`src/rtl/sockit_spi_pkg.sv`:
```
// Shared types for the SPI XIP read engine: command control word layout, IO mode/direction codes, FSM encoding.
package sockit_spi_pkg;

    typedef enum logic [1:0] {
        IOM_SGL = 2'd0,
        IOM_DUA = 2'd1,
        IOM_QUA = 2'd2
    } iom_e;

    typedef enum logic [1:0] {
        DIR_DMY = 2'd0,
        DIR_WR  = 2'd1,
        DIR_RD  = 2'd2
    } dir_e;

    typedef struct packed {
        logic       sse;
        iom_e       iom;
        dir_e       dir;
        logic [6:0] len;
    } cmo_ctl_t;

    typedef logic [2:0] state_t;

    localparam state_t ST_IDL = 3'd0;
    localparam state_t ST_OPC = 3'd1;
    localparam state_t ST_ADR = 3'd2;
    localparam state_t ST_DMY = 3'd3;
    localparam state_t ST_DAT = 3'd4;
    localparam state_t ST_WAI = 3'd5;
    localparam state_t ST_RSP = 3'd6;

    // Mode 3 is reserved and runs as quad.
    function automatic iom_e iom_map(input logic [1:0] m);
        return (m == 2'd3) ? IOM_QUA : iom_e'(m);
    endfunction

endpackage

```
`src/rtl/sockit_spi_xip_buf.sv`:
```
// One-line prefetch buffer: BRS x 32-bit words plus line tag and valid bit.
// Write port registered, read port combinational; clear wins over set on valid.
module sockit_spi_xip_buf
    import sockit_spi_pkg::*;
#(
    parameter int BRS = 4,
    parameter int TGW = 20,
    parameter int CNW = 2
) (
    input  logic            clk,
    input  logic            rst,
    input  logic            wr_en,
    input  logic [CNW-1:0]  wr_idx,
    input  logic [31:0]     wr_dat,
    input  logic [CNW-1:0]  rd_idx,
    output logic [31:0]     rd_dat,
    input  logic            tag_wen,
    input  logic [TGW-1:0]  tag_wdt,
    output logic [TGW-1:0]  tag,
    input  logic            vld_set,
    input  logic            vld_clr,
    output logic            vld
);

    logic [31:0] mem [BRS];

    always_ff @(posedge clk) begin
        if (wr_en) begin
            mem[wr_idx] <= wr_dat;
        end
        if (tag_wen) begin
            tag <= tag_wdt;
        end
    end

    always_ff @(posedge clk) begin
        if (rst) begin
            vld <= 1'b0;
        end else if (vld_clr) begin
            vld <= 1'b0;
        end else if (vld_set) begin
            vld <= 1'b1;
        end
    end

    assign rd_dat = mem[rd_idx];

endmodule

```
`src/rtl/sockit_spi_xip_line.sv`:
```
// XIP read engine: bus misses become flash fast-read command streams that fill a one-line buffer; hits return in zero wait cycles.
// Miss: response one cycle after the last cmi beat; cmo beats held stable until cmo_rdy; wrq asserted while a fill is in flight.
module sockit_spi_xip_line
    import sockit_spi_pkg::*;
#(
    parameter logic [31:0] NOP = 32'h0000_0000,
    parameter int          XAW = 24,
    parameter int          ADW = 24,
    parameter int          BRS = 4,
    parameter int          CCO = 12,
    parameter int          CCI = 4,
    parameter int          CDW = 32
) (
    input  logic            clk,
    input  logic            rst,
    input  logic            xip_wen,
    input  logic            xip_ren,
    input  logic [XAW-1:0]  xip_adr,
    input  logic [3:0]      xip_ben,
    input  logic [31:0]     xip_wdt,
    output logic [31:0]     xip_rdt,
    output logic            xip_wrq,
    output logic            xip_err,
    input  logic [7:0]      cfg_cmd,
    input  logic [1:0]      cfg_iom,
    input  logic [3:0]      cfg_dmy,
    input  logic            cfg_inv,
    input  logic [31:0]     adr_rof,
    output logic            cmo_vld,
    output logic [CCO-1:0]  cmo_ctl,
    output logic [CDW-1:0]  cmo_dat,
    input  logic            cmo_rdy,
    input  logic            cmi_vld,
    input  logic [CCI-1:0]  cmi_ctl,
    input  logic [CDW-1:0]  cmi_dat,
    output logic            cmi_rdy
);

    localparam int LNW = $clog2(BRS) + 2;
    localparam int TGW = ADW - LNW;
    localparam int CNW = (BRS > 1) ? $clog2(BRS) : 1;
    localparam logic [CNW-1:0] LAST = CNW'(BRS - 1);

    state_t         state, state_nxt;
    logic [CNW-1:0] cmo_cnt, cmi_cnt, lat_idx;
    logic [7:0]     lat_cmd;
    iom_e           lat_iom;
    logic [3:0]     lat_dmy;
    logic           lat_err, lat_inv;

    logic [ADW-1:0] fad;
    logic [TGW-1:0] cur_tag, buf_tag;
    logic [CNW-1:0] cur_idx, rd_idx;
    logic [31:0]    rd_dat, cmi_swp;
    logic           buf_vld, hit, cmi_hs, cmi_last, err_nxt;
    logic           miss_start, fill_done, vld_set, vld_clr;
    cmo_ctl_t       ctl;
    logic           unused_sig;

    assign fad     = ADW'(xip_adr) + adr_rof[ADW-1:0];
    assign cur_tag = fad[ADW-1:LNW];
    assign cur_idx = CNW'(fad[ADW-1:2]) & LAST;
    assign hit     = buf_vld & ~cfg_inv & (buf_tag == cur_tag);

    assign cmi_rdy  = ~rst & ((state == ST_DAT) | (state == ST_WAI));
    assign cmi_hs   = cmi_vld & cmi_rdy;
    assign cmi_last = cmi_hs & (cmi_cnt == LAST);
    assign err_nxt  = lat_err | (cmi_hs & cmi_ctl[0]);
    // First flash byte lands in the least significant byte lane.
    assign cmi_swp  = {cmi_dat[7:0], cmi_dat[15:8], cmi_dat[23:16], cmi_dat[31:24]};
    assign rd_idx   = (state == ST_RSP) ? lat_idx : cur_idx;

    assign vld_set = fill_done & ~err_nxt & ~lat_inv & ~cfg_inv;
    assign vld_clr = miss_start | cfg_inv;

    assign unused_sig = ^{xip_ben, xip_wdt, cmi_ctl, cmi_dat, adr_rof, fad[1:0]};

    always_comb begin
        state_nxt  = state;
        miss_start = 1'b0;
        fill_done  = 1'b0;
        xip_wrq    = 1'b0;
        xip_err    = 1'b0;
        xip_rdt    = NOP;
        cmo_vld    = 1'b0;
        ctl        = '0;
        cmo_dat    = '0;
        case (state)
            ST_IDL: begin
                if (xip_wen) begin
                    xip_err = 1'b1;
                end else if (xip_ren) begin
                    if (hit) begin
                        xip_rdt = rd_dat;
                    end else begin
                        xip_wrq    = 1'b1;
                        miss_start = 1'b1;
                        state_nxt  = ST_OPC;
                    end
                end
            end
            ST_OPC: begin
                cmo_vld  = 1'b1;
                ctl.iom  = IOM_SGL;
                ctl.dir  = DIR_WR;
                ctl.len  = 7'd7;
                cmo_dat  = {lat_cmd, {(CDW-8){1'b0}}};
                if (cmo_rdy) state_nxt = ST_ADR;
            end
            ST_ADR: begin
                cmo_vld  = 1'b1;
                ctl.iom  = lat_iom;
                ctl.dir  = DIR_WR;
                ctl.len  = 7'(ADW - 1);
                cmo_dat  = CDW'({buf_tag, {LNW{1'b0}}}) << (CDW - ADW);
                if (cmo_rdy) state_nxt = (lat_dmy != 4'd0) ? ST_DMY : ST_DAT;
            end
            ST_DMY: begin
                cmo_vld  = 1'b1;
                ctl.iom  = lat_iom;
                ctl.dir  = DIR_DMY;
                ctl.len  = {3'b000, lat_dmy - 4'd1};
                if (cmo_rdy) state_nxt = ST_DAT;
            end
            ST_DAT: begin
                cmo_vld  = 1'b1;
                ctl.sse  = (cmo_cnt == LAST);
                ctl.iom  = lat_iom;
                ctl.dir  = DIR_RD;
                ctl.len  = 7'd31;
                if (cmo_rdy && cmo_cnt == LAST) begin
                    fill_done = cmi_last;
                    state_nxt = cmi_last ? ST_RSP : ST_WAI;
                end
            end
            ST_WAI: begin
                if (cmi_last) begin
                    fill_done = 1'b1;
                    state_nxt = ST_RSP;
                end
            end
            ST_RSP: begin
                state_nxt = ST_IDL;
                if (lat_err) xip_err = 1'b1;
                else         xip_rdt = rd_dat;
            end
            default: state_nxt = ST_IDL;
        endcase
        if (state != ST_IDL && state != ST_RSP) begin
            xip_wrq = xip_ren | xip_wen;
        end
        if (rst) begin
            state_nxt  = ST_IDL;
            miss_start = 1'b0;
            fill_done  = 1'b0;
            xip_wrq    = xip_ren | xip_wen;
            xip_err    = 1'b0;
            xip_rdt    = NOP;
            cmo_vld    = 1'b0;
        end
    end

    assign cmo_ctl = CCO'(ctl);

    always_ff @(posedge clk) begin
        if (rst) begin
            state   <= ST_IDL;
            cmo_cnt <= '0;
            cmi_cnt <= '0;
            lat_idx <= '0;
            lat_cmd <= '0;
            lat_iom <= IOM_SGL;
            lat_dmy <= '0;
            lat_err <= 1'b0;
            lat_inv <= 1'b0;
        end else begin
            state <= state_nxt;
            if (miss_start) begin
                lat_idx <= cur_idx;
                lat_cmd <= cfg_cmd;
                lat_iom <= iom_map(cfg_iom);
                lat_dmy <= cfg_dmy;
                cmo_cnt <= '0;
                cmi_cnt <= '0;
                lat_err <= 1'b0;
                lat_inv <= 1'b0;
            end else begin
                if (state == ST_DAT && cmo_rdy) cmo_cnt <= cmo_cnt + 1'b1;
                if (cmi_hs) begin
                    cmi_cnt <= cmi_cnt + 1'b1;
                    lat_err <= err_nxt;
                end
                if (cfg_inv && state != ST_IDL) lat_inv <= 1'b1;
            end
        end
    end

    sockit_spi_xip_buf #(
        .BRS (BRS),
        .TGW (TGW),
        .CNW (CNW)
    ) u_buf (
        .clk     (clk),
        .rst     (rst),
        .wr_en   (cmi_hs),
        .wr_idx  (cmi_cnt),
        .wr_dat  (cmi_swp),
        .rd_idx  (rd_idx),
        .rd_dat  (rd_dat),
        .tag_wen (miss_start),
        .tag_wdt (cur_tag),
        .tag     (buf_tag),
        .vld_set (vld_set),
        .vld_clr (vld_clr),
        .vld     (buf_vld)
    );

endmodule

```
`config.mk`:
```
export PLATFORM = sky130hd
export DESIGN_NAME = sockit_spi_xip_line
export DESIGN_NICKNAME = d
export VERILOG_FILES = /design/src/rtl/sockit_spi_pkg.sv /design/src/rtl/sockit_spi_xip_buf.sv /design/src/rtl/sockit_spi_xip_line.sv
export SDC_FILE = /design/constraint.sdc
export NUM_CORES = 1
export LEC_CHECK = 0
export ABC_AREA = 1
export CORE_MARGIN = 10
export CORE_UTILIZATION = 35
export DETAILED_ROUTE_END_ITERATION = 10
export REMOVE_ABC_BUFFERS = 1
export SYNTH_ARGS = -nofsm -noshare
export SYNTH_HDL_FRONTEND = slang
export SYNTH_SLANG_ARGS = --single-unit
```
`constraint.sdc`:
```
create_clock -name clk -period 2.78 [get_ports clk]
set_input_delay 0.278 -clock clk [delete_from_list [all_inputs] [get_ports clk]]
set_output_delay 0.278 -clock clk [all_outputs]
set_load 0.01 [all_outputs]
```
==> metrics.csv, run 1 <==
stage,metric,value,unit
status,status,finished with violations,
status,failed_checks,negative setup slack,
die,die_w,184,microns
drt,vias_per_cell,4.89,
synth,ys_top_cells_by_area,"edfxtp_1, nand2_1, dfxtp_1",
layout,drive_gt1_share,36.5,%
sta,drv_slew,0,
global_routing,grt_pass1_wl,44500,microns
power_and_ir_drop,vdd_ir_drop_max,320,uV
clocking,cts_tree,yes,
synth,synth_ff_type,edfxtp_1,
global_routing,antenna_found_initial,0,
synth,synth_top_area_share,47.0,%
die,core_area,26700,sq um
setup_path,cp-start-kind,input port,
sta,final.setup.worst_slack,-0.315,ns
clocking,cts.clk_slew.worst_paths,0.07,ns
layout,fillCellCount,2368,
layout,multiInputGateArea,4940,sq um
synth,synth-seq-cells,174,
setup_path,cp_max_fo,6,
setup_path,crit_type,in -> out,
placed_design,port-buffer-count,167,
drt,detail_route.iter0.violations,455,
synth,synth.distinct_cells,44,
synth,synth-edff-count,148,
synth,ys_warn_count,0,
die,fp.dieH,184,microns
worst_hold_path,hp-class,in -> reg,
die,die-area,34000,sq um
clocking,clock_sink_count,174,
placed_design,place_hpwl,20000,microns
drt,wl_per_cell,16.8,microns
clocking,cts_made_buffers,17,
clocking,ctsHoldBuffers,0,
synth,synth_cells,1042,
sta,finalCritPeriodShare,111,%
sta,hold_viol,0,
synth,seq_area_frac_synth,52.5,%
run,max_cap_violations,0,
setup_path,crit_slowest_cell,ha_4,
setup_path,reg2reg_from,state[2],
die,io-pin-count,229,
sta,rsz0062_at_grt,true,
setup_path,worstSetupStartpoint,adr_rof[5],
global_routing,grt_pass1_vias,8481,
synth,netlist_area,9450,sq um
setup_path,endpoint_kind,primary output,
sta,finClkSkew,0.0140,ns
global_routing,overflow,0,
power_and_ir_drop,p_per_area,601,nW/um^2
layout,final_util,53.1,%
synth,synth_area_per_cell,9.07,sq um
clocking,cts_root_buffer,clkbuf_16,
clocking,clk_latency,0.44,ns
drt,via_count,8272,
layout,final_nets,1513,
synth,synth_top_cell_by_area,edfxtp_1,
layout,final_area,14200,sq um
sta,layout_min_cycle_time,3.10,ns
drt,totalWireLength,28400,microns
drt,drt.antenna.violating_nets,0,
drt,dr.pass1.iters,6,
layout,area_growth,50.3,%
power_and_ir_drop,total_power,0.00854,W
layout,regArea,4960,sq um
global_routing,grt_max_degree,35,
worst_hold_path,hp-start,cfg_cmd[3],
setup_path,arrival,2.82,ns
setup_path,cpPeakStageDelay,0.27,ns
synth,async_flop_share,0,%
sta,fmax,0.323,GHz
placed_design,place_area,12300,sq um
clocking,ctsLongestPathBuffers,2,
global_routing,grt_use_total,16.5,%
setup_path,crit_path_cell_trace,buf_2 > ha_4 > nand2_4 > inv_4 > nand2_2 > nand2_2 > nand2_4 > nand2_1 > nand2_1 > nand4_1 > buf_4 > nand3_2 > nand2_1 > nor3_2 > nand4_1 > o21ai_2 > nand2_4 > buf_12 > buf_12 > nor2_1 > buf_2,
sta,setup_viol,33,
setup_path,crit_required,2.50,ns
die,row_count,60,
drt,drc,0,
power_and_ir_drop,leakage,5.84,nW
die,start_util,35.4,%
placed_design,gp_congestion,0.871,
clocking,htree_levels,4,
## layer usage
metal	wire (microns)	part of all wire [%]	global-route usage, %	up-vias
met2	13800	49	27.8	233
li1	-	-	-	4100
met5	0	0	0	-
met3	1620	5.7	4.45	35
met4	568	2.0	5.38	0
met1	12400	44	20.1	3904
## cells in the final DEF (no fill, tap or decap), types with 41 or more instances in the layout
| cell type | Yosys | layout |
|---|---|---|
| nand3_1 | 81 | 60 |
| clkdlybuf4s50_1 | 0 | 88 |
| nand2_2 | 20 | 58 |
| inv_1 | 109 | 101 |
| nor2_1 | 135 | 101 |
| o21ai_0 | 85 | 79 |
| buf_6 | 6 | 41 |
| buf_4 | 14 | 103 |
| nand2_1 | 192 | 127 |
| edfxtp_1 | 148 | 148 |
## kinds of logic (layout without fill, tap and decap cells)
group,Yosys count,after routing,synth area share [%]
AND/OR/NAND/NOR,496,497,23.7
flip-flops,174,174,52.5
AO/OA/AOI/OAI,170,170,11.3
buffers and inverters,163,455,7.52
adder cells (fa/ha/maj),29,29,3.84
XOR/XNOR,9,9,1.06
other,1,15,0.0397
## sequential cells by signal, indices dropped and copies added (netlist names)
name	count
lat_err	1
lat_idx	2
u_buf.vld	1
lat_inv	1
u_buf.mem	128
lat_cmd	8
u_buf.tag	20
state	3
cmi_cnt	2
cmo_cnt	2
lat_iom	2
lat_dmy	4
## cell usage after synthesis (2+ instances only)
cell type    n
nor2_2      31
inv_2       10
o21ai_2      5
o21bai_1     2
nor3_1       4
buf_4       14
nor3_2       2
a21oi_2      7
a31oi_1      4
nand4_1     17
nand3_2      5
xor2_1       6
nand2_2     20
nor2_4       4
o21ai_0     85
ha_1        29
clkbuf_1    22
nand3_1     81
inv_1      109
edfxtp_1   148
nand2_4      2
o22a_1      32
nor2_1     135
dfxtp_1     26
o21a_1       2
buf_6        6
nand2_1    192
a21oi_1     23
o21ai_1      3
a211oi_1     2
## power by group
part / total, W / internal [W] / switching [W]
Combinational: 0.00311 / 0.00139 / 0.00172
Clock: 0.00242 / 0.00129 / 0.00113
Sequential: 0.00301 / 0.00296 / 0.0000509
Total: 0.00854 / 0.00564 / 0.00290
## critical path: cells and delay by family
kind                       cells  cell delay [ns]
AOI/OAI and AO/OA              1             0.12
adders and majority gates      1             0.27
buffers and inverters          6             0.78
and+or+nand+nor               13             1.37
## worst paths after layout
path | to | slack, ns | depth (start not counted)
max reg2reg | u_buf.mem[0][17] | 0.39 | 10
max | xip_rdt[30] | -0.32 | 21
min | lat_cmd[3] | 0.39 | 3
min reg2reg | lat_cmd[2] | 0.47 | 2
## area by class of cell
| cell class | instances | area share [%] |
|---|---|---|
| Sequential cell | 174 | 35.0 |
| Multi-Input combinational cell | 719 | 34.8 |
| Timing Repair Buffer | 303 | 19.7 |
| Inverter | 120 | 3.31 |
| Tap cell | 341 | 3.00 |
| Clock buffer | 17 | 3.00 |
| Clock inverter | 15 | 1.22 |
| Antenna cell | 1 | 0.0176 |
## per-stage QoR
step | std cells | setup TNS, ns | setup WS (ns) | hold WS (ns)
floorplan | 1012 | -72.51 | -1.25 | 0.347
global placement | 1629 | -78.41 | -1.17 | 0.459
detailed placement | 1629 | -80.05 | -1.18 | 0.460
CTS | 1685 | -10.08 | -0.342 | 0.377
global route | 1689 | -13.88 | -0.482 | 0.407
finish | 1690 | -8.65 | -0.315 | 0.388
## timing repair
item	CTS	global route
pin swaps	115	80
setup endpoints to repair	76	61
buffers inserted	22	6
cloned	2	0
gates resized for setup	420	130
Power figures use the tool's default switching activity.
==> run 2, diff against run 1 <==
- clock period: 2.78 -> 3.7 ns (I/O delays scaled with it)
==> metrics.csv, run 2 (same netlist as run 1, synthesis figures left out) <==
stage,metric,value,unit,change
status,status,finished clean,,
placed_design,post-place-ws,-0.411,ns,+0.772 ns
clocking,clock_sink_count,174,,unchanged
setup_path,reg2reg_from,state[1],,
global_routing,grt_use_total,15.3,%,-1.2 points
power_and_ir_drop,clkPwrFrac,29.2,%,+0.9 points
sta,setup_viol,0,,-100%
power_and_ir_drop,sw_frac_of_total,33.6,%,-0.42 points
die,fp.dieH,184,microns,unchanged
layout,fillCellCount,2469,,+4.3%
sta,hold_viol,0,,unchanged
global_routing,overflow,0,,unchanged
setup_path,cp_max_fo,4,,-2
global_routing,grt_pass1_wl,41000,microns,-7.8%
drt,wl_per_cell,16.4,microns,-2.4%
run,max_cap_violations,0,,unchanged
placed_design,place_area,12100,sq um,-1.7%
power_and_ir_drop,pwr-share-comb,33.4,%,-3.0 points
layout,final_nets,1475,,-2.5%
drt,dr.pass1.iters,4,,-2
sta,fmax,0.282,GHz,
drt,via_count,7988,,-3.4%
setup_path,r2r_slack,1.08,ns,+0.69 ns
drt,drt.antenna.violating_nets,0,,unchanged
setup_path,endpoint_kind,primary output,,
power_and_ir_drop,p_per_area,458,nW/um^2,-24%
layout,mostFrequentLayoutCells,"nand2_1, edfxtp_1, nor2_1, clkdlybuf4s50_1, inv_1",,
global_routing,antenna_found_initial,2,,+2
clocking,clk_latency,0.43,ns,about the same
worst_hold_path,hp-class,reg -> reg,,
drt,vias_per_cell,4.84,,-1.2%
clocking,htree_levels,4,,unchanged
placed_design,gp_congestion,0.858,,-1.4%
clocking,ctsLongestPathBuffers,2,,unchanged
sta,final.setup.worst_slack,0.158,ns,+0.473 ns
sta,drv_slew,0,,unchanged
die,die_w,184,microns,unchanged
power_and_ir_drop,leakage,5.57,nW,-4.7%
placed_design,place_hpwl,19400,microns,-3.0%
die,start_util,35.4,%,unchanged
layout,final_area,13200,sq um,-6.7%
sta,maxSlewHeadroom,29.0,%,
power_and_ir_drop,vdd_ir_drop_max,254,uV,-21%
layout,reg_top3,"u_buf.mem (128), u_buf.tag (20), lat_cmd (8)",,
global_routing,grt_max_degree,37,,+5.7%
sta,rsz0062_at_grt,true,,
power_and_ir_drop,power_frac_seq,37.3,%,+2.1 points
layout,area_growth,40.2,%,
sta,finalCritPeriodShare,95.7,%,
clocking,cts.clk_slew.worst_paths,0.07,ns,about the same
global_routing,grt_pass1_vias,7954,,-6.2%
setup_path,arrival,3.17,ns,+0.35 ns
die,io-pin-count,229,,unchanged
drt,totalWireLength,27100,microns,-4.6%
sta,fin_hold_ws,0.471,ns,+0.0830 ns
die,core_area,26700,sq um,unchanged
layout,final_util,49.6,%,-3.6 points
setup_path,cp-start-kind,input port,,
die,die-area,34000,sq um,unchanged
layout,final_common_cell,nand2_1,,
setup_path,crit_required,3.33,ns,+0.83 ns
clocking,cts_root_buffer,clkbuf_16,,
worst_hold_path,hp-start,lat_idx[0],,
sta,layout_min_cycle_time,3.54,ns,
sta,tightest_slew,1.06,ns,
layout,drive_gt1_share,25.9,%,-11 points
setup_path,crit_type,in -> out,,
clocking,cts_tree,yes,,
power_and_ir_drop,internal-power,0.00403,W,-29%
die,row_count,60,,unchanged
setup_path,rr_worst_depth,7,,-3
layout,largest_reg_flops,128,,unchanged
clocking,cts_made_buffers,17,,unchanged
layout,largest_register,u_buf.mem,,
drt,detail_route.iter0.violations,392,,-14%
placed_design,port-buffer-count,167,,unchanged
setup_path,worstSetupStartpoint,adr_rof[12],,
sta,finClkSkew,0.0135,ns,-0.000507 ns
worst_hold_path,hold_depth,2,,-1
power_and_ir_drop,p_switching,0.00203,W,-30%
drt,drc,0,,unchanged
sta,finalSetupTns,0,ns,+8.65 ns
-- run 2: changes by cell type in the layout (fill, tap and decap cells not counted), moves of 7 or more --
cell,previous run,this run
clkbuf_2,4,19
nand3_1,60,68
nor2_4,34,12
dlygate4sd2_1,15,1
nand2_1,127,167
dlymetal6s2s_1,3,22
buf_12,14,7
nor2_1,101,118
clkdlybuf4s50_1,88,112
buf_6,41,1
buf_4,103,89
nand2_4,27,5
nand2_2,58,41
buf_2,32,13
-- run 2: repair_timing --
item / CTS / global route
hold buffers: 0 / 0
gates cloned: 0 / 2
endpoints found under the hold margin: 0 / 0
setup endpoints to repair: 33 / 64
buffers inserted: 0 / 4
pin swaps: 3 / 42
gates resized for setup: 77 / 165
-- run 2: layout make-up --
class                   count  area, sq um  share of cell area (%)
flip-flops and latches    174         4960                    37.5
multi-input cells         718         4370                    33.0
repair buffers            266         2430                    18.4
inverters                 120          450                    3.40
well taps                 341          427                    3.22
clock buffers              17          425                    3.21
clock inverters            15          170                    1.28
diodes                      1         2.50                  0.0189
-- run 2: worst paths after layout --
kind,end
setup / recovery,xip_wrq
hold / removal,lat_idx[0]
setup reg to reg,u_buf.tag[2]
hold reg to reg,lat_idx[0]
-- run 2: per-layer routing --
| layer | routed length [microns] | vias up | share of wire (%) | global-route usage, % |
|---|---|---|---|---|
| met2 | 13300 | 190 | 49 | 26.3 |
| met3 | 1850 | 16 | 6.8 | 4.67 |
| met5 | 10 | - | 0.037 | 0 |
| met1 | 11800 | 3762 | 43 | 18.2 |
| met4 | 189 | 2 | 0.70 | 3.67 |
| li1 | - | 4018 | - | - |
-- run 2: through the flow --
step | cells | total power (W)
6_report | 1652 | 0.00606
5_1_grt | 1651 | 0.00642
4_1_cts | 1645 | 0.00604
3_5_place_dp | 1613 | 0.00424
3_3_place_gp | 1613 | 0.00423
2_1_floorplan | 1012 | 0.00334
-- run 2: worst max-delay path: stages --
cell and delay, ns:
clkdlybuf4s50_1 0.45, ha_4 0.31, nand2_1 0.06, inv_1 0.10, nand2_1 0.11, nand3b_1 0.25, nand2_2 0.14, nand3_2 0.08
nand2_1 0.07, nand2_1 0.08, nand2_1 0.08, nand2_1 0.05, nand2_1 0.07, nor2_2 0.05, buf_4 0.13, nand3_1 0.08
nand2_2 0.10, a31oi_2 0.27, dlygate4sd2_1 0.32
-- run 2: power by group through the flow --
stage | sequential (W) | combinational [W] | clock, W
after detailed placement | 0.00231 | 0.00193 | 0
final | 0.00226 | 0.00203 | 0.00177
after global routing | 0.00227 | 0.00224 | 0.00190
after global placement | 0.00231 | 0.00193 | 0
after floorplan | 0.00230 | 0.00104 | 0
after CTS | 0.00226 | 0.00196 | 0.00181
